===== src/rtl/mc_control_unit.sv =====
// Multi-cycle MIPS-subset main control FSM: sequences fetch/decode/execute/memory/write-back,
// stalls on the memory ready handshake, traps illegal opcodes and counts retired instructions.
module mc_control_unit #(
    parameter int ALU_OP_W     = 3,
    parameter int CNT_W        = 16,
    parameter bit ILLEGAL_TRAP = 1'b1
) (
    input  logic                clk_i,
    input  logic                rst_i,
    input  logic [5:0]          instr_op_i,
    input  logic                mem_ready_i,
    output logic                pc_write_o,
    output logic                pc_write_cond_o,
    output logic                ir_write_o,
    output logic                iord_o,
    output logic                mem_read_o,
    output logic                mem_write_o,
    output logic                mem_to_reg_o,
    output logic                reg_dst_o,
    output logic                reg_write_o,
    output logic                alu_src_a_o,
    output logic [1:0]          alu_src_b_o,
    output logic [ALU_OP_W-1:0] alu_op_o,
    output logic [1:0]          pc_source_o,
    output logic                illegal_o,
    output logic [3:0]          state_o,
    output logic [CNT_W-1:0]    retired_o
);

    localparam logic [5:0] OP_R    = 6'b000000;
    localparam logic [5:0] OP_ADDI = 6'b001000;
    localparam logic [5:0] OP_SLTI = 6'b001010;
    localparam logic [5:0] OP_BEQ  = 6'b000100;
    localparam logic [5:0] OP_J    = 6'b000010;
    localparam logic [5:0] OP_LW   = 6'b100011;
    localparam logic [5:0] OP_SW   = 6'b101011;

    typedef enum logic [3:0] {
        S_FETCH    = 4'd0,
        S_DECODE   = 4'd1,
        S_MEM_ADDR = 4'd2,
        S_MEM_RD   = 4'd3,
        S_MEM_WB   = 4'd4,
        S_MEM_WR   = 4'd5,
        S_R_EXEC   = 4'd6,
        S_R_WB     = 4'd7,
        S_I_EXEC   = 4'd8,
        S_I_WB     = 4'd9,
        S_BRANCH   = 4'd10,
        S_JUMP     = 4'd11,
        S_TRAP     = 4'd12
    } state_e;

    state_e           state_q, state_d;
    logic             isSlti_q;
    logic [CNT_W-1:0] retired_q;
    logic             retire;

    always_comb begin
        state_d = S_FETCH;
        retire  = 1'b0;
        case (state_q)
            S_FETCH:  state_d = mem_ready_i ? S_DECODE : S_FETCH;
            S_DECODE: begin
                case (instr_op_i)
                    OP_R:             state_d = S_R_EXEC;
                    OP_ADDI, OP_SLTI: state_d = S_I_EXEC;
                    OP_LW, OP_SW:     state_d = S_MEM_ADDR;
                    OP_BEQ:           state_d = S_BRANCH;
                    OP_J:             state_d = S_JUMP;
                    default:          state_d = ILLEGAL_TRAP ? S_TRAP : S_FETCH;
                endcase
            end
            S_MEM_ADDR: begin
                if (instr_op_i == OP_LW)      state_d = S_MEM_RD;
                else if (instr_op_i == OP_SW) state_d = S_MEM_WR;
                else                          state_d = S_FETCH;
            end
            S_MEM_RD: state_d = mem_ready_i ? S_MEM_WB : S_MEM_RD;
            S_MEM_WB: retire = 1'b1;
            S_MEM_WR: begin
                state_d = mem_ready_i ? S_FETCH : S_MEM_WR;
                retire  = mem_ready_i;
            end
            S_R_EXEC: state_d = S_R_WB;
            S_R_WB:   retire  = 1'b1;
            S_I_EXEC: state_d = S_I_WB;
            S_I_WB:   retire  = 1'b1;
            S_BRANCH: retire  = 1'b1;
            S_JUMP:   retire  = 1'b1;
            default:  state_d = S_FETCH;
        endcase
    end

    // The opcode is only guaranteed in DECODE, so remember addi vs slti for I_EXEC.
    always_ff @(posedge clk_i or posedge rst_i) begin
        if (rst_i) begin
            state_q   <= S_FETCH;
            isSlti_q  <= 1'b0;
            retired_q <= '0;
        end else begin
            state_q <= state_d;
            if (state_q == S_DECODE)
                isSlti_q <= (instr_op_i == OP_SLTI);
            if (retire)
                retired_q <= retired_q + 1'b1;
        end
    end

    // Outputs are decoded from the state and forced low while reset is held.
    always_comb begin
        pc_write_o      = 1'b0;
        pc_write_cond_o = 1'b0;
        ir_write_o      = 1'b0;
        iord_o          = 1'b0;
        mem_read_o      = 1'b0;
        mem_write_o     = 1'b0;
        mem_to_reg_o    = 1'b0;
        reg_dst_o       = 1'b0;
        reg_write_o     = 1'b0;
        alu_src_a_o     = 1'b0;
        alu_src_b_o     = 2'b00;
        alu_op_o        = '0;
        pc_source_o     = 2'b00;
        illegal_o       = 1'b0;
        if (!rst_i) begin
            case (state_q)
                S_FETCH: begin
                    mem_read_o  = 1'b1;
                    alu_src_b_o = 2'b01;
                    ir_write_o  = mem_ready_i;
                    pc_write_o  = mem_ready_i;
                end
                S_DECODE: alu_src_b_o = 2'b11;
                S_MEM_ADDR: begin
                    alu_src_a_o = 1'b1;
                    alu_src_b_o = 2'b10;
                end
                S_MEM_RD: begin
                    iord_o     = 1'b1;
                    mem_read_o = 1'b1;
                end
                S_MEM_WB: begin
                    reg_write_o  = 1'b1;
                    mem_to_reg_o = 1'b1;
                end
                S_MEM_WR: begin
                    iord_o      = 1'b1;
                    mem_write_o = 1'b1;
                end
                S_R_EXEC: begin
                    alu_src_a_o = 1'b1;
                    alu_op_o    = ALU_OP_W'(3'b010);
                end
                S_R_WB: begin
                    reg_write_o = 1'b1;
                    reg_dst_o   = 1'b1;
                end
                S_I_EXEC: begin
                    alu_src_a_o = 1'b1;
                    alu_src_b_o = 2'b10;
                    alu_op_o    = isSlti_q ? ALU_OP_W'(3'b111) : ALU_OP_W'(3'b100);
                end
                S_I_WB: reg_write_o = 1'b1;
                S_BRANCH: begin
                    alu_src_a_o     = 1'b1;
                    alu_op_o        = ALU_OP_W'(3'b101);
                    pc_write_cond_o = 1'b1;
                    pc_source_o     = 2'b01;
                end
                S_JUMP: begin
                    pc_write_o  = 1'b1;
                    pc_source_o = 2'b10;
                end
                S_TRAP:  illegal_o = 1'b1;
                default: ;
            endcase
        end
    end

    assign state_o   = state_q;
    assign retired_o = retired_q;

endmodule

===== config.mk =====
export PLATFORM = sky130hd
export DESIGN_NAME = mc_control_unit
export DESIGN_NICKNAME = d
export VERILOG_FILES = /design/src/rtl/mc_control_unit.sv
export SDC_FILE = /design/constraint.sdc
export NUM_CORES = 1
export LEC_CHECK = 0
export BUFFER_PORTS_ARGS = -buffer_cell sky130_fd_sc_hd__buf_2
export CAP_MARGIN = 10
export CORE_MARGIN = 4
export CORE_UTILIZATION = 50
export CTS_BUF_LIST = sky130_fd_sc_hd__clkbuf_4
export DETAILED_ROUTE_END_ITERATION = 10
export PLACE_DENSITY = 0.79
export SETUP_SLACK_MARGIN = 0.02
export SLEW_MARGIN = 20
export SYNTH_ARGS = -nofsm -noshare
export SYNTH_HDL_FRONTEND = slang
export SYNTH_SLANG_ARGS = --single-unit

===== constraint.sdc =====
create_clock -name clk_i -period 4.8 [get_ports clk_i]
set_input_delay 0.24 -clock clk_i [delete_from_list [all_inputs] [get_ports clk_i]]
set_output_delay 0.24 -clock clk_i [all_outputs]
set_load 0.1 [all_outputs]

==> results_dict.tcl, run 1 <==
set metrics [dict create \
    synthesis.area_per_instance_um2 9.067 \
    placed_area_um2 1607 \
    comb_power_share_pct 65.0 \
    die-area_um2 3702 \
    reg2reg_end "retired_o[15]$_DFFE_PP0P_" \
    gate_count_after_technology_mapping 154 \
    routedWlPerCell_um 14.46 \
    synth_flop_cell "sky130_fd_sc_hd__dfrtp_1" \
    wirelength_um 3239 \
    synth_seq_area_share_pct 37.63 \
    iteration_0_drc_markers 31 \
    reg2reg_depth 5 \
    cp.required_ns 4.56 \
    number_of_buffers_inserted_by_hold_repair_at_cts 0 \
    period_share_pct 51.42 \
    cellLeakagePower_nw 0.8311 \
    cp_class "reg -> out" \
    layout.cells.most_common_list "46 x sky130_fd_sc_hd__buf_2, 21 x sky130_fd_sc_hd__dfrtp_1, 15 x sky130_fd_sc_hd__nor2_1" \
    final-seq-area_um2 525.5 \
    critical_path.max_fanout 20 \
    final_nets 205 \
    synth-edff-count 0 \
    drive_above_1_share_pct 31.96 \
    cp.arrival_ns 2.23 \
    endpoint_kind "output port" \
    rr_startpoint "state_o[1]$_DFF_PP0_" \
    seq_power_share_pct 26.9 \
    worst_setup_path_startpoint "state_o[2]$_DFF_PP0_" \
    max_freq_mhz 405.1 \
    placement.io_buffers 46 \
    netSwitchingFraction_pct 65.02 \
    drc_errors 0 \
    routed_via_density 5.754 \
    grt_antenna_before_repair 0 \
    fin_skew_ns 0.009293 \
    ys_seq_elements 21 \
    fillerInstances 229 \
    globalplace.congestion 0.8465 \
    die-height_um 60.85 \
    number_of_clock_sinks_seen_by_cts 21 \
    peakVddDrop_mv 0.6242 \
    clock_insertion_delay_worst_skew_ns 0.31 \
    design.core.area_um2 2567 \
    most_common_cell_after_layout_fill_and_taps_aside "sky130_fd_sc_hd__buf_2" \
    grt_pass1_wl_um 5499 \
    grt_setup_unrepaired "false" \
    mappedNetlistArea_um2 1396 \
    layout_min_cycle_time_ns 2.468 \
    tightestPinTransition_ns 0.9204 \
    regToRegSetupSlack_ns 2.50 \
    start_util_pct 54.39 \
    multi_input_area_um2 783.3 \
    max_capacitance_violation_total 0 \
    cts_buffers 3 \
    pwr_density_cell_nw_per_um2 700.1 \
    htree_num_levels 1 \
    yosys_warnings 0 \
    gr-usage-all-layers_pct 19.50 \
    design_area_final_um2 1637 \
    synth_async_sr_flop_share_pct 100.0 \
    crit_path_start_kind "flip-flop" \
    power.switching_mw 0.7449 \
    globalRouteOverflowTotal 0 \
    timing.slew.headroom_pct 38.57 \
    ioPinCount 47 \
    clockBufferDepth 2 \
    cellInternalPower_mw 0.4008 \
    clkSlewWorstSetupHoldPaths_ns 0.12 \
    aggregate_negative_setup_slack_ns 0 \
    syn_to_final_growth_pct 17.20 \
    status "finished clean" \
    fp-row-count 18 \
    setup_viol 0 \
    tritoncts_clock_tree "built" \
    detailedRoute.firstPassIterationCount 4 \
    first_global_vias 1187 \
    routed-via-count 1289 \
    power_mw 1.146 \
    finalMaxSlewViolations 0 \
    cell_variety_after_synth 45 \
    antenna_left 0 \
    cts_root_buf "sky130_fd_sc_hd__clkbuf_4" \
    die_width_um 60.85 \
    clock_power_share_pct 8.2 \
    largest_net_degree_at_the_start_of_global_routing 27 \
    hpwl_um 2421 \
    mappedNetlistNets 164 \
    insertedDiodeCount 0 \
    postCtsSetupBuffers 0 \
    endpoint "reg_write_o" \
    cts_resized 0 \
    min-delay-path-class "in -> async" \
    hold_violations 0 \
]
-- logic make-up after synthesis --
group	Yosys count	share of synthesized area [%]
simple gates	71	30.38
compound gates	24	12.10
flops	21	37.63
buf+inv	18	6.720
xor+xnor	17	10.66
mux	2	1.613
fa+ha+maj	1	0.8959
-- cells in the mapped netlist (2+ instances only) --
library cell	n	area share, %
sky130_fd_sc_hd__mux2_2	2	1.6
sky130_fd_sc_hd__clkbuf_1	6	1.6
sky130_fd_sc_hd__and4_1	3	1.9
sky130_fd_sc_hd__buf_6	3	2.4
sky130_fd_sc_hd__nor3_1	8	2.9
sky130_fd_sc_hd__nand3_1	6	2.2
sky130_fd_sc_hd__nor4_1	2	0.90
sky130_fd_sc_hd__inv_1	8	2.2
sky130_fd_sc_hd__or2_2	3	1.3
sky130_fd_sc_hd__nor2_1	15	4.0
sky130_fd_sc_hd__nand4b_1	2	1.3
sky130_fd_sc_hd__or3_1	2	0.90
sky130_fd_sc_hd__nor3_2	3	2.2
sky130_fd_sc_hd__xnor2_1	7	4.4
sky130_fd_sc_hd__nand4_1	2	0.90
sky130_fd_sc_hd__o21a_1	2	1.1
sky130_fd_sc_hd__or2b_1	2	1.1
sky130_fd_sc_hd__nand2_1	10	2.7
sky130_fd_sc_hd__nor2b_1	2	0.90
sky130_fd_sc_hd__dfrtp_1	21	38
sky130_fd_sc_hd__xor2_1	10	6.3
sky130_fd_sc_hd__a21oi_1	4	1.4
sky130_fd_sc_hd__and3_1	3	1.3
sky130_fd_sc_hd__o22ai_1	2	0.90
sky130_fd_sc_hd__nand2b_1	2	0.90
sky130_fd_sc_hd__o21ai_0	5	1.8
-- through the flow --
step	utilization (%)	hold WS, ns	instances	worst slack (ns)
after global placement	62.57	0.4508	220	2.618
after floorplan	-	0.3649	154	0.1893
final	63.74	0.1839	224	2.332
after global routing	63.74	0.2150	224	2.210
after detailed placement	62.57	0.4517	220	2.548
after CTS	63.74	0.2047	224	2.323
-- final cells by class --
type	instances	share of cell area (%)
tap	30	2.294
timing repair buffer	46	14.07
inverter	8	1.835
multi-input combinational	115	47.86
sequential	21	32.11
clock buffer	4	1.835
-- worst min-delay path by stage --
stage,start,to,slack [ns],cells after the start
global placement,retired_o[15]$_DFFE_PP0P_,retired_o[15]$_DFFE_PP0P_,0.45,1
CTS,rst_i,state_o[1]$_DFF_PP0_,0.20,2
detailed placement,retired_o[15]$_DFFE_PP0P_,retired_o[15]$_DFFE_PP0P_,0.45,1
finish,rst_i,state_o[1]$_DFF_PP0_,0.18,2
global route,instr_op_i[3],state_o[0]$_DFF_PP0_,0.22,2
floorplan,instr_op_i[3],state_o[0]$_DFF_PP0_,0.36,1
-- registers in the layout (all words and copies together), names as in the netlist --
signal	flops
isSlti_q	1
retired_o	16
state_o	4
-- routing by layer --
| metal | global-route usage [%] | wire [um] |
|---|---|---|
| met1 | 24.97 | 1375 |
| met2 | 33.13 | 1626 |
| met3 | 4.681 | 215 |
| met4 | 4.644 | 22 |
| met5 | 0 | 0 |
-- worst max-delay path, cell delays in order, from the launching register on --
cell	delay [ns]
sky130_fd_sc_hd__dfrtp_1	0.64
sky130_fd_sc_hd__nand2b_1	0.30
sky130_fd_sc_hd__mux2_2	0.30
sky130_fd_sc_hd__o22a_1	0.17
sky130_fd_sc_hd__nor2_1	0.07
sky130_fd_sc_hd__buf_2	0.43
-- power groups by stage --
stage          Clock [mW]  Sequential, mW  Combinational, mW
2_1_floorplan           0           0.501              0.454
3_3_place_gp            0           0.307              0.737
3_5_place_dp            0           0.311              0.744
4_1_cts            0.0951           0.307              0.745
5_1_grt             0.101           0.321              0.782
6_report           0.0936           0.308              0.744
(Power assumes the default switching activity.)
==> run 2, diff against run 1 <==
--- a/config.mk
+++ b/config.mk
@@ -5,13 +5,14 @@
 export SDC_FILE = /design/constraint.sdc
 export NUM_CORES = 1
 export LEC_CHECK = 0
+export ABC_AREA = 1
 export BUFFER_PORTS_ARGS = -buffer_cell sky130_fd_sc_hd__buf_2
 export CAP_MARGIN = 10
 export CORE_MARGIN = 4
-export CORE_UTILIZATION = 50
+export CORE_UTILIZATION = 48
 export CTS_BUF_LIST = sky130_fd_sc_hd__clkbuf_4
 export DETAILED_ROUTE_END_ITERATION = 10
-export PLACE_DENSITY = 0.79
+export PLACE_DENSITY = 0.78
 export SETUP_SLACK_MARGIN = 0.02
 export SLEW_MARGIN = 20
 export SYNTH_ARGS = -nofsm -noshare
==> constraint.sdc (replaced) <==
create_clock -name clk_i -period 2.1 [get_ports clk_i]
set_input_delay 0.105 -clock clk_i [delete_from_list [all_inputs] [get_ports clk_i]]
set_output_delay 0.105 -clock clk_i [all_outputs]
set_load 0.1 [all_outputs]
==> results_dict.tcl, run 2 <==
set metrics [dict create \
    detailedRoute.firstPassIterationCount 4 \
    setup_slack_ns 0.1227 \
    hold_violations 0 \
    cts_root_buf "sky130_fd_sc_hd__clkbuf_4" \
    period_share_pct 94.16 \
    mappedNetlistArea_um2 1582 \
    synth-edff-count 0 \
    first_global_vias 1548 \
    routed_via_density 4.832 \
    min-delay-path-class "in -> reg" \
    highest-signal-layer "met4" \
    synth_flop_cell "sky130_fd_sc_hd__dfrtp_1" \
    grt_setup_unrepaired "false" \
    peakVddDrop_mv 1.100 \
    cp.required_ns 2.00 \
    wl_met1_um 1903 \
    clock_insertion_delay_worst_skew_ns 0.30 \
    clockBufferDepth 2 \
    worst_path_cell_trace "inv_1, nor2_2, nand2_1, a31oi_4, buf_2" \
    hold_path_depth 3 \
    met3_wirelength_um 168 \
    dpl_worst_slack_ns 0.4332 \
    hpwl_um 3103 \
    postCtsSetupBuffers 0 \
    gate_count_after_technology_mapping 254 \
    cpMaxStageDelayCell "sky130_fd_sc_hd__dfrtp_4" \
    clkSlewWorstSetupHoldPaths_ns 0.10 \
    fillerInstances 307 \
    setup_viol 0 \
    ioPinCount 47 \
    placement.io_buffers 46 \
    tightestPinTransition_ns 0.4981 \
    design.core.area_um2 3103 \
    yosys_warnings 0 \
    start_util_pct 50.97 \
    fin_skew_ns 0.01770 \
    globalRouteOverflowTotal 0 \
    yosys.area.top_type "sky130_fd_sc_hd__dfrtp_1" \
    layout.cells.most_common_list "105 x sky130_fd_sc_hd__nand2_1, 40 x sky130_fd_sc_hd__buf_2, 27 x sky130_fd_sc_hd__nor2_1" \
    synth_async_sr_flop_share_pct 100.0 \
    grt_pass1_wl_um 6837 \
    fraction_of_post_synthesis_cell_area_in_the_top_cell_type_by_area_pct 33.23 \
    htree_num_levels 1 \
    globalplace.congestion 0.9284 \
    largest_register_ff_count 16 \
    reg2reg_depth 6 \
    max_freq_mhz 505.7 \
    antenna_left 0 \
    most_common_cell_after_layout_fill_and_taps_aside "sky130_fd_sc_hd__nand2_1" \
    cp_class "reg -> out" \
    synth_top_cells_by_count "105 x sky130_fd_sc_hd__nand2_1, 37 x sky130_fd_sc_hd__nor2_1, 26 x sky130_fd_sc_hd__inv_1" \
    routedWlPerCell_um 11.08 \
    largest_net_degree_at_the_start_of_global_routing 22 \
    crit_path_depth 5 \
    finalCoreUtilization_pct 65.89 \
    endpoint_kind "output port" \
    multi_input_area_um2 1012 \
    die-area_um2 4277 \
    wirelength_um 3823 \
    synthTopCellsByArea "sky130_fd_sc_hd__dfrtp_1 33%, sky130_fd_sc_hd__nand2_1 25%, sky130_fd_sc_hd__nor2_1 8.8%" \
    insertedDiodeCount 0 \
    layout_min_cycle_time_ns 1.977 \
    cts_buffers 3 \
    clock_power_share_pct 7.1 \
    pwr_density_cell_nw_per_um2 1307 \
    status "finished clean" \
    biggest_cell_delay_along_the_critical_path_ns 0.48 \
    fp-row-count 20 \
    tritoncts_clock_tree "built" \
    finalMaxSlewViolations 0 \
    synthesis.area_per_instance_um2 6.226 \
    aggregate_negative_setup_slack_ns 0 \
    critical_path.n_buffers_inverters 2 \
    ys_seq_elements 21 \
    timing.slew.headroom_pct 67.02 \
    seq_power_share_pct 23.5 \
    detailroute.wirelength.met2_um 1729 \
    final-seq-area_um2 534.3 \
    cpLargestDelayFamily "buffers and inverters" \
    netSwitchingFraction_pct 64.76 \
    crit_path_start_kind "flip-flop" \
    number_of_buffers_inserted_by_hold_repair_at_cts 0 \
    synth_seq_area_share_pct 33.23 \
    cellLeakagePower_nw 1.050 \
    drive_above_1_share_pct 28.57 \
    cp.arrival_ns 1.87 \
    critical_path.max_fanout 7 \
    syn_to_final_growth_pct 29.27 \
    cell_variety_after_synth 24 \
    routed-via-count 1667 \
    die-height_um 65.40 \
    final_nets 312 \
    mappedNetlistNets 264 \
    gr-usage-all-layers_pct 20.00 \
    max_capacitance_violation_total 0 \
    number_of_clock_sinks_seen_by_cts 21 \
    iteration_0_drc_markers 68 \
    grt_antenna_before_repair 0 \
    comb_power_share_pct 69.5 \
    die_width_um 65.40 \
    power.switching_mw 1.731 \
    leading_cell_type_by_number_of_instances_after_synthesis "sky130_fd_sc_hd__nand2_1" \
    cellInternalPower_mw 0.9418 \
    drc_errors 0 \
]
## run 2: final cells by class
cell class | count | area share, %
flip-flops and latches | 21 | 26.13
repair buffers | 47 | 14.81
multi-input cells | 200 | 49.51
clock buffers | 3 | 1.102
inverters | 29 | 5.508
clock inverters | 1 | 0.2448
well taps | 44 | 2.693
## run 2: path summary, 6_finish.rpt
| path | slack, ns | endpoint | start |
|---|---|---|---|
| setup / recovery | 0.12 | alu_src_a_o | state_o[1]$_DFF_PP0_ |
| hold / removal | 0.09 | state_o[2]$_DFF_PP0_ | instr_op_i[3] |
| setup reg to reg | 0.48 | retired_o[2]$_DFFE_PP0P_ | state_o[1]$_DFF_PP0_ |
| hold reg to reg | 0.53 | isSlti_q$_DFFE_PP0P_ | isSlti_q$_DFFE_PP0P_ |
| max in group asynchronous | 1.64 | state_o[1]$_DFF_PP0_ | rst_i |
| min in group asynchronous | 0.20 | retired_o[15]$_DFFE_PP0P_ | rst_i |
## run 2: worst reg2reg max path, stage by stage, from the launching register on
cell	delay (ns)
sky130_fd_sc_hd__dfrtp_4	0.54
sky130_fd_sc_hd__nand2_1	0.10
sky130_fd_sc_hd__inv_1	0.07
sky130_fd_sc_hd__nand2_1	0.17
sky130_fd_sc_hd__nand3_4	0.13
sky130_fd_sc_hd__nor2_4	0.37
sky130_fd_sc_hd__o21ai_0	0.14
## run 2: cell families after synthesis
kind of cell	synth area share, %
buffers and inverters	9.019
adder cells (fa/ha/maj)	0.7910
AO/OA/AOI/OAI	6.013
AND/OR/NAND/NOR	47.07
XOR/XNOR	3.877
flip-flops	33.23
## run 2: repair_timing
item                       4_1_cts  5_1_grt
gates resized for setup          0        2
hold endpoints to repair         0        0
setup endpoints to repair        0        2
## run 2: stage by stage
stage	cells	hold WS [ns]	area [um2]	power, mW
after floorplan	254	0.1152	1700	2.166
after global placement	341	0.3915	2012	2.469
after detailed placement	341	0.3875	2012	2.497
after CTS	345	0.07614	2039	2.692
after global routing	345	0.09012	2044	2.846
final	345	0.08703	2044	2.673
## run 2: power by group through the flow
stage / Sequential (mW) / Combinational, mW / Clock (mW)
after floorplan: 1.20 / 0.964 / 0
after global placement: 0.630 / 1.84 / 0
after detailed placement: 0.634 / 1.86 / 0
after CTS: 0.626 / 1.87 / 0.201
after global routing: 0.647 / 1.97 / 0.227
final: 0.627 / 1.86 / 0.189
## run 2: per-layer routing
metal,global-route usage [%],up-vias
met5,0,-
met4,4.663,0
met3,2.735,2
met2,31.98,38
met1,28.57,745
li1,-,882
==> run 3, diff against run 2 <==
--- a/config.mk
+++ b/config.mk
@@ -5,11 +5,10 @@
 export SDC_FILE = /design/constraint.sdc
 export NUM_CORES = 1
 export LEC_CHECK = 0
-export ABC_AREA = 1
 export BUFFER_PORTS_ARGS = -buffer_cell sky130_fd_sc_hd__buf_2
 export CAP_MARGIN = 10
 export CORE_MARGIN = 4
-export CORE_UTILIZATION = 48
+export CORE_UTILIZATION = 47
 export CTS_BUF_LIST = sky130_fd_sc_hd__clkbuf_4
 export DETAILED_ROUTE_END_ITERATION = 10
 export PLACE_DENSITY = 0.78
==> results_dict.tcl, run 3 (same netlist as run 1, synthesis figures left out) <==
set metrics [dict create \
    first_global_vias 1305 \
    status "finished clean" \
    finalCoreUtilization_pct 71.14 \
    insertedDiodeCount 0 \
    drive_above_1_share_pct 52.40 \
    iteration_0_drc_markers 68 \
    power_mw 3.035 \
    grt_pass1_wl_um 6196 \
    power.switching_mw 1.870 \
    design_area_final_um2 1996 \
    cts_root_buf "sky130_fd_sc_hd__clkbuf_4" \
    path_common_cell "sky130_fd_sc_hd__buf_4" \
    largest_register_ff_count 16 \
    cpMaxStageDelayCell "sky130_fd_sc_hd__dfrtp_4" \
    start_util_pct 49.78 \
    grt_antenna_before_repair 0 \
    timing.slew.headroom_pct 67.38 \
    max_freq_mhz 495.8 \
    cp_class "reg -> out" \
    placement.io_buffers 46 \
    setup_viol 0 \
    clock_insertion_delay_worst_skew_ns 0.31 \
    grt_setup_unrepaired "true" \
    cellLeakagePower_nw 0.9191 \
    cts_buffers 3 \
    routed-via-count 1399 \
    fillerInstances 228 \
    clock_power_share_pct 7.2 \
    detailedRoute.firstPassIterationCount 4 \
    routed_via_density 5.854 \
    cellInternalPower_mw 1.165 \
    wirelength_um 3887 \
    fp-row-count 19 \
    cp.required_ns 2.00 \
    tightestPinTransition_ns 0.4927 \
    tritoncts_clock_tree "built" \
    syn_to_final_growth_pct 42.92 \
    die_width_um 62.51 \
    cp.arrival_ns 1.91 \
    layout.cells.most_common_list "35 x sky130_fd_sc_hd__buf_2, 15 x sky130_fd_sc_hd__buf_4, 12 x sky130_fd_sc_hd__nor2_1" \
    largest_net_degree_at_the_start_of_global_routing 17 \
    worst_path_cell_trace "buf_4, buf_4, nor2_2, and4_2, or2_4, buf_12" \
    number_of_clock_sinks_seen_by_cts 21 \
    layout_min_cycle_time_ns 2.017 \
    biggest_cell_delay_along_the_critical_path_ns 0.44 \
    hpwl_um 2921 \
    design.core.area_um2 2805 \
    smallest_hold_slack_ns 0.06787 \
    peakVddDrop_mv 1.399 \
    final_nets 219 \
    endpoint_kind "output port" \
    seq_power_share_pct 21.8 \
    ioPinCount 47 \
    most_common_cell_after_layout_fill_and_taps_aside "sky130_fd_sc_hd__buf_2" \
    netSwitchingFraction_pct 61.62 \
    drc_errors 0 \
    critical_path.max_fanout 16 \
    globalRouteOverflowTotal 0 \
    comb_power_share_pct 71.0 \
    fin_skew_ns 0.006270 \
    die-area_um2 3907 \
    min-delay-path-class "in -> async" \
    globalplace.congestion 0.8424 \
    reg2reg_depth 5 \
    period_share_pct 96.04 \
    clockBufferDepth 2 \
    pwr_density_cell_nw_per_um2 1521 \
    crit_path_start_kind "flip-flop" \
    die-height_um 62.51 \
    htree_num_levels 1 \
    placed_area_um2 1901 \
    gr-usage-all-layers_pct 19.52 \
    hold_violations 0 \
    clkSlewWorstSetupHoldPaths_ns 0.13 \
    antenna_left 0 \
    max_capacitance_violation_total 0 \
    finalMaxSlewViolations 0 \
    routedWlPerCell_um 16.26 \
]
[run 3: cell count changes in the layout (fill, tap and decap cells not counted), sizes merged, moves of 6 or more]
cell,delta
nor2,-27
nor3,+9
nand2,-98
xor2,+9
buf,+7
clkbuf,+6
nand3,-11
inv,-21
[run 3: path summary, 6_finish.rpt]
kind | from | end | slack, ns
max | state_o[1]$_DFF_PP0_ | pc_write_o | 0.08
min | rst_i | retired_o[14]$_DFFE_PP0P_ | 0.07
max reg2reg | state_o[2]$_DFF_PP0_ | retired_o[15]$_DFFE_PP0P_ | 0.15
min reg2reg | retired_o[5]$_DFFE_PP0P_ | retired_o[5]$_DFFE_PP0P_ | 0.48
max in group asynchronous | rst_i | state_o[3]$_DFF_PP0_ | 1.44
min in group clk_i | instr_op_i[3] | state_o[0]$_DFF_PP0_ | 0.08
[run 3: stage by stage]
step	setup WS (ns)	TNS [ns]	instances
after CTS	0.02574	0	235
after detailed placement	0.1874	0	230
final	0.08313	0	239
after floorplan	-0.2267	-0.6493	154
after global routing	0.01920	0	239
after global placement	0.2584	0	230
[run 3: power by group through the flow]
stage	clock (mW)	sequential, mW	combinational, mW
CTS	0.219	0.679	2.07
detailed placement	0	0.686	2.06
floorplan	0	1.19	1.35
global placement	0	0.675	2.03
finish	0.218	0.663	2.15
global route	0.236	0.684	2.24
[run 3: routing by layer]
metal	vias up	global-route usage [%]	wire length, um
met5	-	0	0
met4	0	4.408	46
met3	10	3.417	228
met2	62	35.02	1990
met1	677	24.27	1621
li1	650	-	-
[run 3: layout make-up]
cell class              count  area (um2)  share of cell area (%)
multi-input cells         115       950.9                   47.65
clock buffers               4       30.03                   1.505
inverters                   8       33.78                   1.693
well taps                  31       38.79                   1.944
flip-flops and latches     21       551.8                   27.65
repair buffers             60       390.4                   19.56
[run 3: worst max-delay path: cells and delay by family, from the launching register on]
| family | cells | cell delay (ns) |
|---|---|---|
| buffers and inverters | 3 | 0.59 |
| and+or+nand+nor | 3 | 0.56 |
| DFF | 1 | 0.44 |
[run 3: repair_timing]
action                                  in CTS  in global routing
pin swaps                                    0                  0
endpoints found under the setup margin       2                 10
hold buffers                                 1                  0
gates resized for setup                      2                  8
hold endpoints to repair                     2                  0
setup buffers                                0                  4
